$ cat config.mk
export PLATFORM = sky130hd
export DESIGN_NAME = pwm_multi
export DESIGN_NICKNAME = d
export VERILOG_FILES = /design/src/rtl/pwm_multi.sv
export SDC_FILE = /design/constraint.sdc
export NUM_CORES = 1
export LEC_CHECK = 0
export CORE_MARGIN = 5
export CORE_UTILIZATION = 55
export DETAILED_ROUTE_END_ITERATION = 12
export PLACE_DENSITY = 0.82
export SYNTH_ARGS = -nofsm -noshare
export SYNTH_HDL_FRONTEND = slang
export SYNTH_SLANG_ARGS = --single-unit
$ cat constraint.sdc
create_clock -name clk -period 4.8 [get_ports clk]
set_input_delay 0.96 -clock clk [delete_from_list [all_inputs] [get_ports clk]]
set_output_delay 0.96 -clock clk [all_outputs]
set_load 0.02 [all_outputs]
$ cat src/rtl/pwm_multi.sv
// pwm_multi: multi-channel PWM with shared edge/center-aligned counter, double-buffered duties and per-channel polarity
module pwm_multi #(
  parameter int WIDTH = 8,
  parameter int NCH = 4,
  parameter logic [NCH-1:0] POL = '0,
  parameter int CW = (NCH > 1) ? $clog2(NCH) : 1
) (
  input  logic             clk,
  input  logic             rst_n,
  input  logic             en,
  input  logic             mode,
  input  logic             duty_wr,
  input  logic [CW-1:0]    duty_ch,
  input  logic [WIDTH-1:0] duty_data,
  output logic [NCH-1:0]   pwm_out,
  output logic             period_start,
  output logic [WIDTH-1:0] cnt
);
  localparam logic [WIDTH-1:0] MAX = '1;
  logic dir, mode_act, boundary;
  logic [NCH-1:0] pwm_raw;
  logic [WIDTH-1:0] shadow [NCH];
  logic [WIDTH-1:0] active [NCH];
  logic [WIDTH-1:0] shadow_nxt [NCH];
  // last cycle of a period: cnt==MAX in edge mode, the down-counting zero in center mode
  always_comb boundary = en && (mode_act ? (cnt == '0 && dir) : (cnt == MAX));
  // shadow after this cycle's write; also the bypass value for a boundary load
  always_comb begin
    for (int i = 0; i < NCH; i++)
      shadow_nxt[i] = (duty_wr && duty_ch == CW'(i)) ? duty_data : shadow[i];
  end
  // shared period counter, direction, latched mode and period-start pulse
  always_ff @(posedge clk or negedge rst_n) begin
    if (!rst_n) begin
      cnt <= '0;
      dir <= 1'b0;
      mode_act <= 1'b0;
      period_start <= 1'b0;
    end else if (!en) begin
      cnt <= '0;
      dir <= 1'b0;
      mode_act <= mode;
      period_start <= 1'b0;
    end else begin
      period_start <= cnt == '0 && !dir;
      if (boundary)
        mode_act <= mode;
      if (!mode_act)
        cnt <= cnt + WIDTH'(1);
      else if (!dir) begin
        if (cnt == MAX)
          dir <= 1'b1;
        else
          cnt <= cnt + WIDTH'(1);
      end else begin
        if (cnt == '0)
          dir <= 1'b0;
        else
          cnt <= cnt - WIDTH'(1);
      end
    end
  end
  // duty double-buffering and per-channel compare
  always_ff @(posedge clk or negedge rst_n) begin
    if (!rst_n) begin
      pwm_raw <= '0;
      for (int i = 0; i < NCH; i++) begin
        shadow[i] <= '0;
        active[i] <= '0;
      end
    end else begin
      for (int i = 0; i < NCH; i++) begin
        shadow[i] <= shadow_nxt[i];
        active[i] <= (!en || boundary) ? shadow_nxt[i] : active[i];
        pwm_raw[i] <= en && (cnt < active[i]);
      end
    end
  end
  assign pwm_out = pwm_raw ^ POL;
endmodule

==> results list, run 1 <==
* Setup slack of the most critical reg-to-reg path: 1.98 ns
- After clock tree synthesis, the clock-pin slew on the worst setup and hold paths is ~0.080 ns.
* Area contributors post-synth: sky130_fd_sc_hd__dfrtp_1 47%, sky130_fd_sc_hd__mux2_4 11%, sky130_fd_sc_hd__ha_1 9.2%, sky130_fd_sc_hd__mux2_2 9.1%, sky130_fd_sc_hd__inv_1 3.0%
* Count of maximum capacitance violations: 0
* Time the final worst path needs with I/O delays and setup: ~2.8 ns
- Post-placement worst setup slack: 1.74 ns
- End of the worst hold path: shadow[2]
- Post-synth cell types: 47
- Initial antenna violation count: 0
- Yosys printed 0 warnings.
- Net load switching power: 0.000465 W
* Initial drt markers: 140
- Fillers: 539
* Total die area: about 9500 sq um
- Type of the worst min-delay path: reg2reg
- Netlist Area Pre-Place: ~4200 sq um
- The clock passes through at most 2 buffers.
* Status: completed
* Maximum frequency from static timing analysis: 355 MHz
* Number of placement rows: 31
- Library cell with the largest summed area after synthesis: sky130_fd_sc_hd__dfrtp_1
- Routed wire length: 8130 um
- Number of levels the H-tree was split into: 3
- Number of flops mapped to enable cells by yosys: 0
- After synthesis the netlist holds a flip-flop and latch count of 79.
- The routed layout has 2,628 vias.
- Port Buffers: 27
- Mapped Avg Cell Area: 12.5 sq um
* Starting density of the core: between 50% and 60%
- Pwr dens: about 360 nW/um^2
- 28 I/O pins were placed.
- Setup crit start kind: flip-flop
- The worst setup path is captured at a flip-flop.
- # hold bufs at CTS: 0
- Cells on worst reg2reg path: 7
- FF-to-FF End: active[29]
* Logic pwr share: ~22%
- Post-CTS repair changed the size of 0 cells.
- Cells along the critical path: inv_1, ha_1, nor3b_2, nand3_2, o211ai_4, buf_4, mux2_2
- Per report_power, the clock group accounts for 26.3% of the total.
- The number of max-slew violations in the final report is 0.
* Switching share of power: 28.0%
- The clock reaches the later pin of the worst-skew pair after 0.35 ns.
* Setup TNS: 0 ns
* Number of global-route vias before repair: around 2,600
* Clock Tree Root: sky130_fd_sc_hd__clkbuf_8
- Synthesis produced a netlist whose cell count is roughly 340.
* Type of the worst setup path: reg2reg
- Data on the critical path is required at its endpoint by between 5 and 6 ns.
* Maximum number of pins on one net before global-route repair: 80
- The count of nets left with antenna violations once routing finished came out at 0.
- Counting the buffers created by CTS gives 9.
- Area share of the largest cell type after synthesis: about 47%
- Delay contributed by the slowest stage of the critical path: 0.56 ns
- Counting flops with an async set or reset pin after synthesis yields a share of 100%.
- The repair_antennas step left the layout with diodes totalling 0.
* Total half-perimeter wirelength after legalization and detailed placement: 5690 um
* Relative area change from synthesis to final layout: 10.7%
* Pre-Repair DR Iteration Count: 5
* Vias per Instance: 5.64
* Internal power: around 0.0012 W
- GRT Residual Overflow: 0
* Number of clock sinks: 79
- Setup repair after global routing left no endpoint under its margin.
- Worst setup margin: 1.98 ns
* Post-CTS setup repair buffer count: 0
- Routability-driven placement finished with a final weighted congestion of 0.885.
- The analysis attributes to cell leakage a power of 2.26 nW.
- Sequential cells account for 51.3% of the total power.
- The number of endpoints with negative hold slack in the final report came to 0.
* Total DRC errors in the routed layout: 0
- The worst register-to-register path begins at cnt[1].
- Clock skew on the completed layout was measured at between 0.006 and 0.007 ns.
* GR Util All Layers: between 10% and 20%
- STA puts the critical path data arrival time at approximately 3.1 ns.
* Synthesized Nets: 381
- Along the worst path, the maximum fanout reaches 19.
- The first global-routing pass estimated 13,200 um of wire.
- Setup violations remaining at the end of the flow were counted as 0.
- Highest ir drop seen on vdd: roughly 0.00021 V
- Dividing the detail-routed wire length by the instance count gives 17.5 um.
- Along the worst hold path, the cell count comes to 1.
* Net count, final: slightly above 400
- Share of synthesized area occupied by flip-flops and latches: between 40% and 50%
- Least-Margin Pin Slew: 0.958 ns
- The most critical setup path has its startpoint at cnt[1].
* Hold path start: shadow[2]
* Library cell contributing the largest single delay on the critical path: sky130_fd_sc_hd__dfrtp_1
- The post-route netlist has 23.7% of its cells at a drive strength greater than 1.
- Placeable core region: about 7300 sq um
- Fraction of the cycle the final worst path needs: 58.8%
* Normalized max-slew margin: 36.1%
* TritonCTS clock tree: built
* Floorplan die height: 97.3 um
- Width of the chip: 97.3 um
- In the synthesized netlist the dominant register cell turns out to be sky130_fd_sc_hd__dfrtp_1.
==> metal layers <==
layer  GRT usage (%)  vias to the layer above  routed length [um]
li1                -                     1241                   -
met1            23.3                     1324                3760
met2            28.5                       51                3920
met3            3.88                       12                 316
met4            6.50                        0                 142
met5               0                        -                   0
==> cell families after synthesis <==
group	Yosys count	share of synthesized area [%]
XOR/XNOR	2	0.418
adder cells (fa/ha/maj)	31	9.25
AO/OA/AOI/OAI	54	8.65
flip-flops	79	47.1
AND/OR/NAND/NOR	60	8.92
buffers and inverters	45	5.76
multiplexers	64	19.9
==> registers in the layout, summed over array words and instances (netlist names) <==
signal,cells
active,32
shadow,32
period_start,1
dir,1
cnt,8
mode_act,1
pwm_out,4
==> worst max-delay path, delay by kind of cell, from the launching register on <==
family	cells	cell delay, ns
simple gates	2	0.60
compound gates	1	0.34
buf+inv	2	0.67
mux	1	0.37
fa+ha+maj	1	0.15
flops	1	0.56
==> Yosys cell counts, types with 2 or more instances <==
cell type,n
sky130_fd_sc_hd__nor3b_2,2
sky130_fd_sc_hd__o22ai_1,2
sky130_fd_sc_hd__a31oi_1,4
sky130_fd_sc_hd__dfrtp_1,79
sky130_fd_sc_hd__o21a_1,2
sky130_fd_sc_hd__buf_12,3
sky130_fd_sc_hd__nand3b_1,4
sky130_fd_sc_hd__xnor2_1,2
sky130_fd_sc_hd__inv_1,33
sky130_fd_sc_hd__clkbuf_2,2
sky130_fd_sc_hd__ha_1,31
sky130_fd_sc_hd__clkbuf_1,2
sky130_fd_sc_hd__nand2b_1,5
sky130_fd_sc_hd__nand3_1,13
sky130_fd_sc_hd__a211o_1,4
sky130_fd_sc_hd__buf_6,2
sky130_fd_sc_hd__nor2_1,9
sky130_fd_sc_hd__nand2_1,7
sky130_fd_sc_hd__o21ai_0,8
sky130_fd_sc_hd__a21oi_1,16
sky130_fd_sc_hd__and2_1,2
sky130_fd_sc_hd__buf_2,2
sky130_fd_sc_hd__a22oi_1,2
sky130_fd_sc_hd__and4_1,2
sky130_fd_sc_hd__a21o_1,9
sky130_fd_sc_hd__mux2_4,30
sky130_fd_sc_hd__mux2_2,34
sky130_fd_sc_hd__nand4_1,2
sky130_fd_sc_hd__nor3_1,4
==> layout make-up <==
type,instances,area (sq um),share of cell area (%)
flip-flops and latches,79,1980,42.6
multi-input cells,211,1980,42.5
repair buffers,28,275,5.93
clock buffers,13,149,3.21
inverters,33,124,2.67
well taps,99,124,2.67
clock inverters,3,18.8,0.404
==> cells in the final DEF, fill, tap and decap left out, types with 3 or more instances in the layout <==
master / instances
sky130_fd_sc_hd__nand2b_1: 5
sky130_fd_sc_hd__inv_1: 33
sky130_fd_sc_hd__a31oi_1: 4
sky130_fd_sc_hd__a21o_1: 9
sky130_fd_sc_hd__dfrtp_1: 79
sky130_fd_sc_hd__mux2_2: 34
sky130_fd_sc_hd__nor2_1: 9
sky130_fd_sc_hd__ha_1: 31
sky130_fd_sc_hd__a211o_1: 4
sky130_fd_sc_hd__mux2_4: 30
sky130_fd_sc_hd__nand2_1: 7
sky130_fd_sc_hd__nor3_1: 4
sky130_fd_sc_hd__clkbuf_8: 10
sky130_fd_sc_hd__clkdlybuf4s50_1: 26
sky130_fd_sc_hd__clkbuf_1: 3
sky130_fd_sc_hd__nand3b_1: 4
sky130_fd_sc_hd__o21ai_0: 8
sky130_fd_sc_hd__nand3_1: 13
sky130_fd_sc_hd__a21oi_1: 16
==> per-stage QoR <==
| stage | hold slack, ns | power, W | area [sq um] | util (%) | std cells |
|---|---|---|---|---|---|
| 2_1_floorplan | 0.468 | 0.00113 | 4190 | - | 335 |
| 3_5_place_dp | 0.487 | 0.00124 | 4480 | 61.1 | 450 |
| 6_report | 0.500 | 0.00166 | 4640 | 63.3 | 466 |
| 5_1_grt | 0.518 | 0.00176 | 4640 | 63.3 | 466 |
| 3_3_place_gp | 0.479 | 0.00122 | 4480 | 61.1 | 450 |
| 4_1_cts | 0.504 | 0.00168 | 4640 | 63.3 | 466 |
==> power by group through the flow <==
stage / Sequential [W] / Clock [W] / Combinational [W]
4_1_cts: 0.000854 / 0.000446 / 0.000378
3_3_place_gp: 0.000859 / 0 / 0.000357
5_1_grt: 0.000866 / 0.000476 / 0.000416
6_report: 0.000853 / 0.000438 / 0.000373
2_1_floorplan: 0.000844 / 0 / 0.000284
3_5_place_dp: 0.000865 / 0 / 0.000377
==> worst max-delay path by stage <==
stage                      end  slack [ns]  depth (start not counted)
CTS                 active[29]        1.99                          7
detailed placement  active[29]        1.74                          4
floorplan           active[29]        2.66                          3
global placement    active[29]        1.80                          4
finish              active[29]        1.98                          7
global route        active[30]        1.84                          7
Note: power is estimated with default switching activity, not from simulation.
==> run 2: changes to the inputs <==
- CORE_UTILIZATION: 55 -> 53
- PLACE_DENSITY: 0.82 -> 0.83
- clock period: 4.8 -> 2.5 ns (I/O delays scaled with it)
==> run 2 against run 1 <==
  * Sequential power is 91% higher
  * Non-clock buffer count is 12 higher
  * Clock power is 110% higher
  * Design area is 3.0% higher
  * Hold slack worse by 0.37 ns
  * Critical path depth is 5 lower
  * Final cell count is 3.2% higher
  * Critical path type is now reg2out
==> results list, run 2 (synthesis results as in run 1) <==
- The die outline area was 9790 sq um (+3.4%).
- Pwr dens: 689 nW/um^2 (+92%)
* GR Util All Layers: 18.2% (+0.63 points)
* Least-Margin Pin Slew: 0.550 ns (-0.409 ns)
- The port buffer count came to 27 (unchanged).
- Subtracting the final worst setup slack from the clock period gives 2.21 ns.
- Setup repair after global routing missed its margin: no
* Highest ir drop seen on vdd: 0.000481 V (+130%)
- The worst hold path belongs to the class in2async.
* Highest-count cells in the layout ignoring fill and taps: 79 x sky130_fd_sc_hd__dfrtp_1, 34 x sky130_fd_sc_hd__mux2_2, 33 x sky130_fd_sc_hd__inv_1
* Number of global-route vias before repair: 2,721 (+2.8%)
- The number of placed instances, taps included was 465 (+3.3%).
- Count of maximum capacitance violations: 0 (unchanged)
- Switching share of power: 29.7% (+1.7 points)
* Cells resized by post-CTS repair: 0 (unchanged)
- Wire length of the first global-routing pass: 14,100 um (+6.2%)
- Number of levels the H-tree was split into: 3 (unchanged)
- Net count, final: 420 (+2.9%)
- Arrival time at the worst endpoint: 1.71 ns (-1.35 ns)
- Final-report max-slew violation count: 0 (unchanged)
- The post-route non-filler standard cell count is 481 (+3.2%).
- The flow ran to the end, and the final reports show no timing, DRC or antenna violations.
* Fraction of the cycle the final worst path needs: 88.5%
- The detailed placement HPWL came to 5880 um (+3.4%).
- Number of diodes: 0 (unchanged)
- The sequential fraction of design power came to 49.4% (-1.9 points).
- The data required time of the critical path came to 2.00 ns (-3.04 ns).
* Starting density of the core: 54.3% (-2.9 points)
* Skew-Pair Late Insertion Delay: 0.36 ns (about the same)
- Worst setup margin: 0.287 ns (-1.69 ns)
- The wire length per cell after detailed routing is 17.5 um (+0.28%).
- Post-placement worst setup slack: 0.238 ns (-1.50 ns)
- Relative area change from synthesis to final layout: 14.0%
- The die span in x was 99.0 um (+1.7%).
- The largest registers in the layout are active: 32 flops, shadow: 32 flops, cnt: 8 flops.
- Setup crit start kind: flip-flop
* GRT Residual Overflow: 0 (unchanged)
* Type of the worst setup path: reg2out
- The number of clock buffers inserted by TritonCTS was 9 (unchanged).
- Antenna viol nets, final: 0 (unchanged)
* Floorplan die height: 99.0 um (+1.7%)
- The maximum count of clock buffers along a single path was 2 (unchanged).
- Cells on worst reg2reg path: 5 (-2)
* Setup TNS: 0 ns (unchanged)
* Total DRC errors in the routed layout: 0 (unchanged)
* Post-CTS setup repair buffer count: 0 (unchanged)
- The total number of vias was 2,688 (+2.3%).
- The floorplan core area came to 7730 sq um (+5.4%).
- The final weighted congestion of routability-driven global placement is 0.881 (-0.53%).
* Final number of hold-violating endpoints: 0 (unchanged)
- The tightest slew margin relative to the limit is 63.3% (+27 points).
- The switching power was 0.000977 W (+110%).
- The number of placement rows is 32 (+3.2%).
* Routed wire length: 8420 um (+3.5%)
* Most common cell after layout, fill and taps aside: sky130_fd_sc_hd__dfrtp_1
- Maximum fanout encountered on the critical timing path: 9 (-10)
* Pre-Repair DR Iteration Count: 4 (-1)
- The number of antenna violations at the first check in global routing is 0 (unchanged).
- The clock sink total is 79 (unchanged).
- The number of top-level pins is 28 (unchanged).
- Vias per Instance: 5.59 (-0.91%)
* Ratio of cells with drive above 1 in the final layout: 26.9% (+3.2 points)
- The clock network fraction of design power was 27.4% (+1.1 points).
- TritonCTS built the clock tree.
- The root buffer cell chosen for the clock tree is sky130_fd_sc_hd__clkbuf_8.
* Number of setup violations in the final report: 0 (unchanged)
- Internal power: 0.00232 W (+93%)
- Post-route worst hold slack: 0.128 ns (-0.373 ns)
- Initial drt markers: 145 (+3.6%)
- The standby leakage power is 2.34 nW (+3.2%).
- The maximum number of pins on one net before global-route repair was 43 (-46%).
- The number of hold-repair buffers added at the cts stage was 0 (unchanged).
- Based on the critical path, the design can be clocked at up to roughly 450 MHz.
- The clock-pin slew on the worst setup and hold paths is 0.09 ns (about the same).
* Logic pwr share: 23.2% (+0.8 points)
- The worst setup skew after layout came to 0.0107 ns (+0.00386 ns).
* Sort of element at the end of the critical path: output pin
- Fillers: 613 (+14%)
[run 2: cell count changes in the layout (fill, tap and decap cells not counted), sizes merged]
cell,change
buf,+12
clkinvlp,+2
clkbuf,-4
clkinv,-2
inv,+4
[run 2: metrics by stage]
| stage | instance area [sq um] | utilization, % | total power [W] |
|---|---|---|---|
| floorplan | 4190 | - | 0.00216 |
| global placement | 4590 | 59.5 | 0.00235 |
| detailed placement | 4590 | 59.5 | 0.00240 |
| CTS | 4780 | 61.9 | 0.00332 |
| global route | 4780 | 61.9 | 0.00347 |
| finish | 4780 | 61.9 | 0.00329 |
[run 2: per-layer routing]
metal / part of all wire (%) / track usage [%]
met1: 46 / 24.5
met2: 49 / 29.9
met3: 4.0 / 4.32
met4: 1.5 / 4.41
met5: 0 / 0
[run 2: final timing paths]
check | endpoint | from | slack, ns
max in group asynchronous | active[12] | rst_n | 1.79
max | cnt[2] | cnt[2] | 0.29
min in group clk | shadow[25] | shadow[25] | 0.50
min reg2reg | shadow[25] | shadow[25] | 0.50
min | shadow[0] | rst_n | 0.13
max reg2reg | active[29] | cnt[2] | 0.47
[run 2: final cells by class]
class	count	area, sq um	share of cell area, %
tap	102	128	2.67
timing repair buffer	40	390	8.16
inverter	33	124	2.59
clock inverter	7	63.8	1.33
sequential	79	1980	41.3
multi-input combinational	211	1980	41.3
clock buffer	9	124	2.59
[run 2: power by group through the flow]
stage,clock network [W],registers (W),logic (W)
final,0.000904,0.00163,0.000763
after global routing,0.000977,0.00165,0.000840
after CTS,0.000924,0.00163,0.000769
after detailed placement,0,0.00165,0.000758
after global placement,0,0.00164,0.000712
after floorplan,0,0.00162,0.000545
[run 2: worst max-delay path, cell delays in order, from the launching register on]
cell and delay, ns:
sky130_fd_sc_hd__dfrtp_1 0.53, sky130_fd_sc_hd__buf_4 0.22, sky130_fd_sc_hd__clkdlybuf4s50_1 0.61
==> RTL edit 1 (flow settings as in run 1) <==
Change the parameter `WIDTH` from 8 to 6.
--- a/src/rtl/pwm_multi.sv
+++ b/src/rtl/pwm_multi.sv
@@ -1,5 +1,5 @@
 // pwm_multi: multi-channel PWM with shared edge/center-aligned counter, double-buffered duties and per-channel polarity
 module pwm_multi #(
-  parameter int WIDTH = 8,
+  parameter int WIDTH = 6,
   parameter int NCH = 4,
   parameter logic [NCH-1:0] POL = '0,
Ports: changed (resized cnt and duty_data); port bits go from 28 to 24. No check against the original RTL was run, so the function may have changed too.
==> RTL edit 1 against run 1 <==
Final area shrank 22%; synthesized area down 24%; highest routed layer unchanged; sequential cell count shrank 18; wire length down 27%; count of clock-buffer cells in the layout increased by 2; power is 17% lower; clock power decreased by 8.2%; worst hold slack got worse by 0.0053 ns; fmax grew 2.2%; setup slack improved by 0.061 ns; register-to-register slack better by 0.17 ns.
==> RTL edit 1: results (changes against run 1) <==
* Status: complete, no violations (unchanged)
* Synth area leaders: dfrtp_1 (48%), mux2_2 (10%), mux2_4 (9.4%) (was dfrtp_1 (47%), mux2_4 (11%), ha_1 (9.2%))
* GP Congestion at 0.855 (was 0.885)
* Nets@finish at 314 (was 408)
* M3 GR Usage at 3.80% (was 3.88%)
* Post-CTS setup buffers at 0 (unchanged)
* Placed Cells at 339 (was 450)
* Vias in the first global route at 2,080 (was 2,648)
* Hold Path Origin: shadow[0]$_DFF_PN0_ (was shadow[2]$_DFF_PN0_)
* Hold EP: shadow[0]$_DFF_PN0_ (was shadow[2]$_DFF_PN0_)
* Yosys cell types at 39 (was 47)
* Max VDD drop at 0.255 mV (was 0.209 mV)
* Clock power share at 29.2% (was 26.3%)
* Setup Crit Path Kind: reg2out (was reg2reg)
* Synth Register Bits at 61 (was 79)
* P_clk at 402 uW (was 438 uW)
* First-pass GRT wire length at 10.2 mm (was 13.2 mm)
* Pin count of the biggest net entering global routing at 62 (was 80)
* CP top delay family: flip-flops (was buffers and inverters)
* Final wirelength at 5.94 mm (was 8.13 mm)
* Biggest regs: active: 24 flops, shadow: 24 flops, cnt: 6 flops (was active: 32 flops, shadow: 32 flops, cnt: 8 flops)
* DR vias/cell at 5.53 (was 5.64)
* Cell count after synthesis at 252 (was 335)
* Worst rel slew slack at 27.3% (was 36.1%)
* Arr. time, crit path at 1.80 ns (was 3.06 ns)
* Fraction of layout cells with a size suffix above 1 at 24.4% (was 23.7%)
* Hpwl dp at 4.12 mm (was 5.69 mm)
* Crit path max fanout at 15 (was 19)
* R2r startpoint: cnt[2]$_DFFE_PN0P_ (was cnt[1]$_DFFE_PN0P_)
* Comb pwr at 307 uW (was 373 uW)
* Sequential-to-total area share from yosys stat at 47.6% (was 47.1%)
* Post-DP Area at 3450 um^2 (was 4480 um^2)
* Met2 usage at 27.2% (was 28.5%)
* Worst-path clk slew at 0.06 ns (was 0.08 ns)
* DR iter-0 viols at 182 (was 140)
* Critical R2R Capture: active[1]$_DFFE_PN0P_ (was active[29]$_DFFE_PN0P_)
* Final clock skew at 0.00594 ns (was 0.00683 ns)
* Commonest cells post-synth: dfrtp_1 (61), mux2_2 (29), inv_1 (24), ha_1 (23), mux2_4 (20) (was dfrtp_1 (79), mux2_2 (34), inv_1 (33), ha_1 (31), mux2_4 (30))
* Finished Layout Cells at 355 (was 466)
* R2r setup slk at 2.15 ns (was 1.98 ns)
* GRT Overall Usage at 17.8% (was 17.6%)
* CP peak stage delay at 0.74 ns (was 0.56 ns)
* Worst-case reg-to-reg path depth at 4 (was 7)
* DRT Pass-1 Iters at 4 (was 5)
* Worst-Skew Late Latency at 0.33 ns (was 0.35 ns)
* GRT met1 Usage at 23.9% (was 23.3%)
-- RTL edit 1: cell count changes after synthesis, moves of 4 or more --
cell,run 1,this run
nor3_1,4,0
a21oi_1,16,2
o21ai_0,8,2
nand3_1,13,3
dfrtp_1,79,61
ha_1,31,23
inv_1,33,24
nor2_1,9,5
mux2_4,30,20
a211o_1,4,0
nand2_1,7,14
mux2_2,34,29
-- RTL edit 1: cell families (layout without fill, tap and decap cells) --
kind of cell    count (synthesis)  count (layout)  synth area share (%)
fa+ha+maj                      23              23                  8.98
flops                          61              61                  47.6
buf+inv                        33              64                  5.31
mux                            51              51                  20.2
simple gates                   49              49                  9.45
compound gates                 32              32                  7.61
xor+xnor                        3               3                 0.820
-- RTL edit 1: worst register-to-register path, stage by stage, from the launching register on --
cell and delay [ns]:
dfrtp_1 0.74, and3_2 0.37, nand3_4 0.11, o211ai_4 0.87, mux2_2 0.44
-- RTL edit 1: layout make-up --
class | count | area [um^2]
multi-input cells | 158 | 1510
flip-flops and latches | 61 | 1530
well taps | 72 | 90.1
repair buffers | 24 | 233
fillers | 428 | 1960
inverters | 24 | 90.1
clock inverters | 1 | 5.00
clock buffers | 15 | 166
-- RTL edit 1: through the flow --
| stage | utilization [%] | hold WS [ns] | setup WS, ns |
|---|---|---|---|
| final | 64.9 | 0.495 | 2.04 |
| after global routing | 64.9 | 0.504 | 1.95 |
| after CTS | 64.9 | 0.496 | 2.03 |
| after detailed placement | 61.8 | 0.482 | 1.91 |
| after global placement | 61.8 | 0.476 | 1.94 |
| after floorplan | - | 0.467 | 2.74 |
-- RTL edit 1: routing by layer --
layer  share of wire [%]  vias to the layer above
met5                   0                        -
met4                 2.5                        0
met3                 3.9                       12
met2                  48                       41
met1                  46                      972
li1                    -                      939
==> RTL edit 2 (flow settings as in run 1) <==
Without the edit above. Add an input register stage for `en`, `mode`, `duty_wr`, `duty_ch` and `duty_data`, cleared by the reset; this delays them by one clock. Comments in the files are not updated.
--- a/src/rtl/pwm_multi.sv
+++ b/src/rtl/pwm_multi.sv
@@ -18,4 +18,27 @@
 );
   localparam logic [WIDTH-1:0] MAX = '1;
+
+  logic en_q;
+  logic mode_q;
+  logic duty_wr_q;
+  logic [CW-1:0] duty_ch_q;
+  logic [WIDTH-1:0] duty_data_q;
+
+  always_ff @(posedge clk or negedge rst_n) begin
+    if (!rst_n) begin
+      en_q        <= '0;
+      mode_q      <= '0;
+      duty_wr_q   <= '0;
+      duty_ch_q   <= '0;
+      duty_data_q <= '0;
+    end else begin
+      en_q        <= en;
+      mode_q      <= mode;
+      duty_wr_q   <= duty_wr;
+      duty_ch_q   <= duty_ch;
+      duty_data_q <= duty_data;
+    end
+  end
+
   logic dir, mode_act, boundary;
   logic [NCH-1:0] pwm_raw;
@@ -24,9 +47,9 @@
   logic [WIDTH-1:0] shadow_nxt [NCH];
   // last cycle of a period: cnt==MAX in edge mode, the down-counting zero in center mode
-  always_comb boundary = en && (mode_act ? (cnt == '0 && dir) : (cnt == MAX));
+  always_comb boundary = en_q && (mode_act ? (cnt == '0 && dir) : (cnt == MAX));
   // shadow after this cycle's write; also the bypass value for a boundary load
   always_comb begin
     for (int i = 0; i < NCH; i++)
-      shadow_nxt[i] = (duty_wr && duty_ch == CW'(i)) ? duty_data : shadow[i];
+      shadow_nxt[i] = (duty_wr_q && duty_ch_q == CW'(i)) ? duty_data_q : shadow[i];
   end
   // shared period counter, direction, latched mode and period-start pulse
@@ -37,13 +60,13 @@
       mode_act <= 1'b0;
       period_start <= 1'b0;
-    end else if (!en) begin
+    end else if (!en_q) begin
       cnt <= '0;
       dir <= 1'b0;
-      mode_act <= mode;
+      mode_act <= mode_q;
       period_start <= 1'b0;
     end else begin
       period_start <= cnt == '0 && !dir;
       if (boundary)
-        mode_act <= mode;
+        mode_act <= mode_q;
       if (!mode_act)
         cnt <= cnt + WIDTH'(1);
@@ -72,6 +95,6 @@
       for (int i = 0; i < NCH; i++) begin
         shadow[i] <= shadow_nxt[i];
-        active[i] <= (!en || boundary) ? shadow_nxt[i] : active[i];
-        pwm_raw[i] <= en && (cnt < active[i]);
+        active[i] <= (!en_q || boundary) ? shadow_nxt[i] : active[i];
+        pwm_raw[i] <= en_q && (cnt < active[i]);
       end
     end
Function: changed (Yosys sat finds a counterexample within 4 cycles, from zero or initial values and one cycle with rst_n low).
==> RTL edit 2 against run 1 <==
Combinational power is 3% lower; fmax is 3.1% higher; utilization is 0.38 points higher; power is 9.1% higher; wire length is 1.7% lower; setup slack better by 0.084 ns; sequential cell count is 13 higher; synthesized area is 6.3% higher; synthesized cell count is 2.4% higher; final area is 7.1% higher; worst hold slack better by 0.0013 ns; critical endpoint is now active[9]$_DFFE_PN0P_; largest power group unchanged.
==> RTL edit 2: results (changes against run 1) <==
* Status: complete, no violations (unchanged)
* Slowest CP cell: or4_4 (was dfrtp_1)
* Hpwl dp at 5.74 mm (was 5.69 mm)
* Yosys cell types at 46 (was 47)
* CP top delay family: simple AND/OR/NAND/NOR gates (was buffers and inverters)
* Fraction of layout cells with a size suffix above 1 at 23.5% (was 23.7%)
* Logic pwr share at 20.0% (was 22.4%)
* Post-synthesis mux area share at 18.9% (was 19.9%)
* Final clock skew at 0.00793 ns (was 0.00683 ns)
* Worst rel slew slack at 27.1% (was 36.1%)
* Biggest regs: active: 32 flops, shadow: 32 flops (was active: 32 flops, shadow: 32 flops, cnt: 8 flops)
* Synthesized Nets at 389 (was 381)
* Vias in the first global route at 2,835 (was 2,648)
* Arr. time, crit path at 2.98 ns (was 3.06 ns)
* GRT Overall Usage at 17.5% (was 17.6%)
* Met3 routed WL at 355 um (was 316 um)
* Routed wl met2 at 3.78 mm (was 3.92 mm)
* Max VDD drop at 0.166 mV (was 0.209 mV)
* Sequential-to-total area share from yosys stat at 51.6% (was 47.1%)
* CP peak stage delay at 0.62 ns (was 0.56 ns)
* First-pass GRT wire length at 14.0 mm (was 13.2 mm)
* Register share of total power at 53.5% (was 51.3%)
* DRT Pass-1 Iters at 4 (was 5)
* Leak at 0.00241 uW (was 0.00226 uW)
* Post-DP Area at 4790 um^2 (was 4480 um^2)
* DR iter-0 viols at 98 (was 140)
## RTL edit 2: cell types whose count changed after synthesis, sizes merged, moves of 3 or more
cell	change
a21oi	-4
buf	-5
dfrtp	+13
nand3	-8
o21ai	+6
o31ai	+3
## RTL edit 2: path summary, 6_finish.rpt
check,depth (start not counted),from,to,slack (ns)
hold reg to reg,1,shadow[23]$_DFF_PN0_,shadow[23]$_DFF_PN0_,0.50
min in group asynchronous,1,rst_n,shadow[16]$_DFF_PN0_,0.81
max in group asynchronous,1,rst_n,shadow[14]$_DFF_PN0_,3.29
setup / recovery,6,cnt[5]$_DFFE_PN0P_,active[9]$_DFFE_PN0P_,2.06
hold / removal,1,shadow[23]$_DFF_PN0_,shadow[23]$_DFF_PN0_,0.50
setup reg to reg,6,cnt[5]$_DFFE_PN0P_,active[9]$_DFFE_PN0P_,2.06
## RTL edit 2: final cells by class
cell class,instances,share of cell area [%]
tap,102,2.57
clock inverter,5,0.704
multi-input combinational,212,39.5
inverter,31,2.34
clock buffer,11,3.04
timing repair buffer,28,5.53
sequential,92,46.3
## RTL edit 2: metal layers
metal | GRT usage, % | vias up
met4 | 7.15 | 0
li1 | - | 1286
met1 | 24.4 | 1300
met5 | 0 | -
met3 | 2.78 | 18
met2 | 27.6 | 68
## RTL edit 2: through the flow
stage	hold slack, ns	instances	setup WS, ns	utilization [%]	power (uW)
2_1_floorplan	0.468	343	2.31	-	1240
3_3_place_gp	0.475	465	2.16	61.3	1330
3_5_place_dp	0.480	465	2.08	61.3	1350
4_1_cts	0.500	481	2.07	63.7	1830
5_1_grt	0.523	481	1.99	63.7	1920
6_report	0.502	481	2.06	63.7	1820
